**src/rtl/mips_pkg.sv**
```systemverilog
// Shared MIPS core definitions: datapath widths and the forwarding-source encoding.
package mips_pkg;

    localparam int REG_ADDR_W = 5;
    localparam int ALU_SEL_W  = 4;
    localparam int DATA_W     = 32;

    typedef enum logic [1:0] {
        FWD_RF  = 2'd0,
        FWD_EX  = 2'd1,
        FWD_MEM = 2'd2,
        FWD_WB  = 2'd3
    } fwd_src_e;

endpackage

```
**src/rtl/fwd_mux.sv**
```systemverilog
// Operand bypass mux for one source register: EX beats MEM beats WB beats register file.
module fwd_mux
    import mips_pkg::*;
#(
    parameter int WIDTH = DATA_W
) (
    input  logic [REG_ADDR_W-1:0] src_addr,
    input  logic [WIDTH-1:0]      rf_data,
    input  logic                  ex_en,
    input  logic [REG_ADDR_W-1:0] ex_addr,
    input  logic [WIDTH-1:0]      ex_data,
    input  logic                  mem_en,
    input  logic [REG_ADDR_W-1:0] mem_addr,
    input  logic [WIDTH-1:0]      mem_data,
    input  logic                  wb_en,
    input  logic [REG_ADDR_W-1:0] wb_addr,
    input  logic [WIDTH-1:0]      wb_data,
    output logic [WIDTH-1:0]      fwd_data,
    output fwd_src_e              fwd_src
);

    always_comb begin
        fwd_src = FWD_RF;
        // r0 is hardwired to zero, so no producer may ever override it
        if (src_addr != '0) begin
            if (ex_en && (ex_addr == src_addr)) begin
                fwd_src = FWD_EX;
            end else if (mem_en && (mem_addr == src_addr)) begin
                fwd_src = FWD_MEM;
            end else if (wb_en && (wb_addr == src_addr)) begin
                fwd_src = FWD_WB;
            end
        end
    end

    always_comb begin
        fwd_data = rf_data;
        case (fwd_src)
            FWD_EX:  fwd_data = ex_data;
            FWD_MEM: fwd_data = mem_data;
            FWD_WB:  fwd_data = wb_data;
            default: fwd_data = rf_data;
        endcase
    end

endmodule

```
**src/rtl/id_ex_stage.sv**
```systemverilog
// ID/EX pipeline register feeding the ALU, with capture-time bypassing,
// load-use bubble insertion and a saturating bubble counter.
module id_ex_stage
    import mips_pkg::*;
#(
    parameter int WIDTH = DATA_W,
    parameter int SEL_W = ALU_SEL_W
) (
    input  logic                  clk,
    input  logic                  rst_n,
    input  logic                  stall,
    input  logic                  flush,
    input  logic                  id_valid,
    input  logic [REG_ADDR_W-1:0] id_rs_addr,
    input  logic [REG_ADDR_W-1:0] id_rt_addr,
    input  logic [REG_ADDR_W-1:0] id_rd_addr,
    input  logic [WIDTH-1:0]      id_rs_val,
    input  logic [WIDTH-1:0]      id_rt_val,
    input  logic [15:0]           id_imm,
    input  logic                  id_use_imm,
    input  logic                  id_imm_zext,
    input  logic [SEL_W-1:0]      id_alu_sel,
    input  logic                  id_carry_in,
    input  logic                  id_sign,
    input  logic                  id_reg_write,
    input  logic                  id_mem_read,
    input  logic [WIDTH-1:0]      ex_result,
    input  logic                  mem_fwd_en,
    input  logic [REG_ADDR_W-1:0] mem_fwd_addr,
    input  logic [WIDTH-1:0]      mem_fwd_data,
    input  logic                  wb_fwd_en,
    input  logic [REG_ADDR_W-1:0] wb_fwd_addr,
    input  logic [WIDTH-1:0]      wb_fwd_data,
    output logic                  hazard_stall,
    output logic                  ex_valid,
    output logic [WIDTH-1:0]      alu_a,
    output logic [WIDTH-1:0]      alu_b,
    output logic [SEL_W-1:0]      alu_sel,
    output logic                  alu_carry_in,
    output logic                  alu_sign,
    output logic [REG_ADDR_W-1:0] ex_rd_addr,
    output logic                  ex_reg_write,
    output logic                  ex_mem_read,
    output logic [WIDTH-1:0]      ex_store_data,
    output logic [15:0]           hazard_count
);

    logic                  ex_valid_reg;
    logic [WIDTH-1:0]      alu_a_reg;
    logic [WIDTH-1:0]      alu_b_reg;
    logic [SEL_W-1:0]      alu_sel_reg;
    logic                  alu_carry_in_reg;
    logic                  alu_sign_reg;
    logic [REG_ADDR_W-1:0] ex_rd_addr_reg;
    logic                  ex_reg_write_reg;
    logic                  ex_mem_read_reg;
    logic [WIDTH-1:0]      ex_store_data_reg;
    logic [15:0]           hazard_count_reg;

    // A load still in EX has no data yet, so it is excluded from the EX bypass
    logic ex_fwd_en;
    assign ex_fwd_en = ex_valid_reg & ex_reg_write_reg & ~ex_mem_read_reg;

    logic [REG_ADDR_W-1:0] src_addr [2];
    logic [WIDTH-1:0]      src_rf   [2];
    logic [WIDTH-1:0]      src_fwd  [2];
    fwd_src_e              fwd_src_unused [2];

    assign src_addr[0] = id_rs_addr;
    assign src_addr[1] = id_rt_addr;
    assign src_rf[0]   = id_rs_val;
    assign src_rf[1]   = id_rt_val;

    generate
        for (genvar gi = 0; gi < 2; gi++) begin : g_fwd
            fwd_mux #(.WIDTH(WIDTH)) u_fwd_mux (
                .src_addr (src_addr[gi]),
                .rf_data  (src_rf[gi]),
                .ex_en    (ex_fwd_en),
                .ex_addr  (ex_rd_addr_reg),
                .ex_data  (ex_result),
                .mem_en   (mem_fwd_en),
                .mem_addr (mem_fwd_addr),
                .mem_data (mem_fwd_data),
                .wb_en    (wb_fwd_en),
                .wb_addr  (wb_fwd_addr),
                .wb_data  (wb_fwd_data),
                .fwd_data (src_fwd[gi]),
                .fwd_src  (fwd_src_unused[gi])
            );
        end
    endgenerate

    logic [WIDTH-1:0] imm_ext;
    assign imm_ext = id_imm_zext ? {{(WIDTH-16){1'b0}}, id_imm}
                                 : {{(WIDTH-16){id_imm[15]}}, id_imm};

    always_comb begin
        hazard_stall = 1'b0;
        if (id_valid && ex_valid_reg && ex_mem_read_reg && (ex_rd_addr_reg != '0)) begin
            hazard_stall = (ex_rd_addr_reg == id_rs_addr) ||
                           ((ex_rd_addr_reg == id_rt_addr) && !id_use_imm);
        end
    end

    always_ff @(posedge clk or negedge rst_n) begin
        if (!rst_n) begin
            ex_valid_reg      <= 1'b0;
            alu_a_reg         <= '0;
            alu_b_reg         <= '0;
            alu_sel_reg       <= '0;
            alu_carry_in_reg  <= 1'b0;
            alu_sign_reg      <= 1'b0;
            ex_rd_addr_reg    <= '0;
            ex_reg_write_reg  <= 1'b0;
            ex_mem_read_reg   <= 1'b0;
            ex_store_data_reg <= '0;
            hazard_count_reg  <= '0;
        end else if (flush) begin
            ex_valid_reg     <= 1'b0;
            ex_reg_write_reg <= 1'b0;
            ex_mem_read_reg  <= 1'b0;
        end else if (stall) begin
            ex_valid_reg <= ex_valid_reg;
        end else if (hazard_stall) begin
            ex_valid_reg     <= 1'b0;
            ex_reg_write_reg <= 1'b0;
            ex_mem_read_reg  <= 1'b0;
            if (hazard_count_reg != 16'hFFFF) begin
                hazard_count_reg <= hazard_count_reg + 16'd1;
            end
        end else begin
            ex_valid_reg      <= id_valid;
            alu_a_reg         <= src_fwd[0];
            alu_b_reg         <= id_use_imm ? imm_ext : src_fwd[1];
            alu_sel_reg       <= id_alu_sel;
            alu_carry_in_reg  <= id_carry_in;
            alu_sign_reg      <= id_sign;
            ex_rd_addr_reg    <= id_rd_addr;
            ex_reg_write_reg  <= id_valid & id_reg_write;
            ex_mem_read_reg   <= id_valid & id_mem_read;
            ex_store_data_reg <= src_fwd[1];
        end
    end

    assign ex_valid      = ex_valid_reg;
    assign alu_a         = alu_a_reg;
    assign alu_b         = alu_b_reg;
    assign alu_sel       = alu_sel_reg;
    assign alu_carry_in  = alu_carry_in_reg;
    assign alu_sign      = alu_sign_reg;
    assign ex_rd_addr    = ex_rd_addr_reg;
    assign ex_reg_write  = ex_reg_write_reg;
    assign ex_mem_read   = ex_mem_read_reg;
    assign ex_store_data = ex_store_data_reg;
    assign hazard_count  = hazard_count_reg;

endmodule

```
**config.mk**
```make
export PLATFORM = sky130hd
export DESIGN_NAME = id_ex_stage
export DESIGN_NICKNAME = d
export VERILOG_FILES = /design/src/rtl/mips_pkg.sv /design/src/rtl/fwd_mux.sv /design/src/rtl/id_ex_stage.sv
export SDC_FILE = /design/constraint.sdc
export NUM_CORES = 1
export LEC_CHECK = 0
export BUFFER_PORTS_ARGS = -buffer_cell sky130_fd_sc_hd__buf_2
export CAP_MARGIN = 20
export CORE_MARGIN = 4
export CORE_UTILIZATION = 45
export CTS_CLUSTER_DIAMETER = 150
export DETAILED_ROUTE_END_ITERATION = 8
export PLACE_DENSITY_LB_ADDON = 0.25
export SYNTH_ARGS = -nofsm -noshare
export SYNTH_HDL_FRONTEND = slang
export SYNTH_HIERARCHICAL = 1
export SYNTH_SLANG_ARGS = --single-unit
```
**constraint.sdc**
```tcl
create_clock -name clk -period 7.4 [get_ports clk]
set_clock_uncertainty 0.15 [all_clocks]
set_input_delay 1.11 -clock clk [delete_from_list [all_inputs] [get_ports clk]]
set_output_delay 1.11 -clock clk [all_outputs]
set_load 0.05 [all_outputs]
```
==> metrics <==
first-pass GRT wire length 45.7 mm; drt drc 0; Slew Viols, Final 0; Vias/cell 5.85; register area 3150 sq um; leak pwr 4.68 nW; Post-Syn Nets 964; Worst Setup Start Kind input port; Worst-Margin Slew 1.05 ns; Die ar. 21000 sq um; num ports 345; CP arrival 2.84 ns; most frequent cell on the critical path buf_2; Final GP Congestion 0.866; die extent in x 145 um; initial antenna violation count 5; die height 145 um; CP endpoint kind primary output; Peak VDD IR 173 uV; Max-cap violations 0; First-pass DRT Iterations 5; pin count of the biggest net entering global routing 68; GRT overflow 0; post-route worst setup slack 3.30 ns; H-tree lvl count 4; clk slew on worst S/H paths 0.06 ns; All-Layer GR Usage 0.272; fmax 244 MHz; starting density of the core 0.464; routed len/inst 22.3 um; post-route ant nets 0; DRT Wirelength 29.2 mm; final net count 1278; Post-Syn Area 8460 sq um; CP max stage cell o32ai_4; gate count of the mapped netlist 745; post-cts resize count 0; Area Growth Syn to Fin 27.9%; WP data required 6.14 ns; final worst path period share 0.554; Hold Vio Cnt, Final 0; DRT iter0 DRCs 396; crit path cell chain buf_2, xnor2_1, nand4_1, o32ai_4, and2_1, buf_2; Reg2Reg Depth 5; Post-CTS Setup Inserts 0; Rel. slew slack 0.298; row count 49; Fill cells 1567; vias in the first global route 7999; I/O Buffers 344; clock buffer depth 2; worst hold stages 1; Final Setup Violations 0; critical path's largest stage delay 0.70 ns; syn avg cell area 11.3 sq um; PnR Total Power 2.50 mW; Root Buffer clkbuf_16; dpl ws 2.62 ns; unrepaired setup endpoints after global routing no; CTS Hold Bufs 0; Num CTS Buffers 17; Core Area 18200 sq um; status completed; final core occ 0.594; CTS tree yes; multi-input logic area 4860 sq um; final setup TNS 0 ns; DR vias 7644; yosys warns 6; PwrDens 231 nW/um^2; CTS sink cnt 126; Min Hold Slack 0.349 ns; Worst-Skew Late Latency 0.42 ns; dpl hpwl 20.6 mm; min Tclk post-route 4.10 ns; WS Path Type in2out; Hold Path Class reg2reg; Max FO, Critical Path 18; share of cells above drive strength 1 0.510
-- path summary, 6_finish.rpt --
| path | to | start | slack [ns] |
|---|---|---|---|
| worst max-delay path | hazard_stall | id_rt_addr[0] | 3.30 |
| worst min-delay path | ex_store_data[4] | ex_store_data[4] | 0.35 |
| worst max register to register | alu_a[12] | ex_rd_addr[1] | 4.31 |
| worst min register to register | ex_store_data[4] | ex_store_data[4] | 0.35 |
| max in group asynchronous | hazard_count[12] | rst_n | 5.25 |
| min in group asynchronous | alu_b[13] | rst_n | 0.52 |
-- power by group --
group	switching, mW	internal, mW	leakage [nW]
Sequential	0.0661	0.790	1.53
Clock	0.319	0.467	0.259
Combinational	0.578	0.283	2.89
-- critical path: cells and delay by family --
kind / cells / cell delay [ns]
simple gates: 2 / 0.38
xor+xnor: 1 / 0.15
buf+inv: 2 / 0.50
compound gates: 1 / 0.70
-- through the flow --
| step | instance area, sq um | std cells |
|---|---|---|
| floorplan | 8460 | 745 |
| global placement | 10200 | 1265 |
| detailed placement | 10200 | 1266 |
| CTS | 10700 | 1298 |
| global route | 10800 | 1305 |
| finish | 10800 | 1307 |
-- per-layer routing --
metal | up-vias | track usage | part of all wire | wire length [um]
met2 | 363 | 0.461 | 0.49 | 14400
met5 | - | 0 | 0.00045 | 13
met4 | 2 | 0.0836 | 0.022 | 631
met1 | 3776 | 0.341 | 0.41 | 11900
li1 | 3456 | - | - | -
met3 | 47 | 0.0727 | 0.078 | 2270
-- final cells by class --
| class | instances | area share |
|---|---|---|
| clock buffer | 21 | 0.0416 |
| inverter | 18 | 0.00625 |
| multi-input combinational | 539 | 0.449 |
| clock inverter | 11 | 0.00867 |
| tap | 229 | 0.0265 |
| timing repair buffer | 357 | 0.175 |
| antenna | 6 | 0.00139 |
| sequential | 126 | 0.291 |
-- cells in the final DEF (no fill, tap or decap), drive strengths merged, types with 6 or more instances in the layout --
cell,instances
nor2,10
xnor2,46
o21ai,18
or2b,8
nand2b,56
o31a,64
clkinv,6
clkbuf,21
dfrtp,126
inv,18
o221a,64
or3,64
diode,6
nand3,14
nand4,15
nand2,11
mux2,124
buf,357
xor2,9
(Power assumes the default switching activity.)
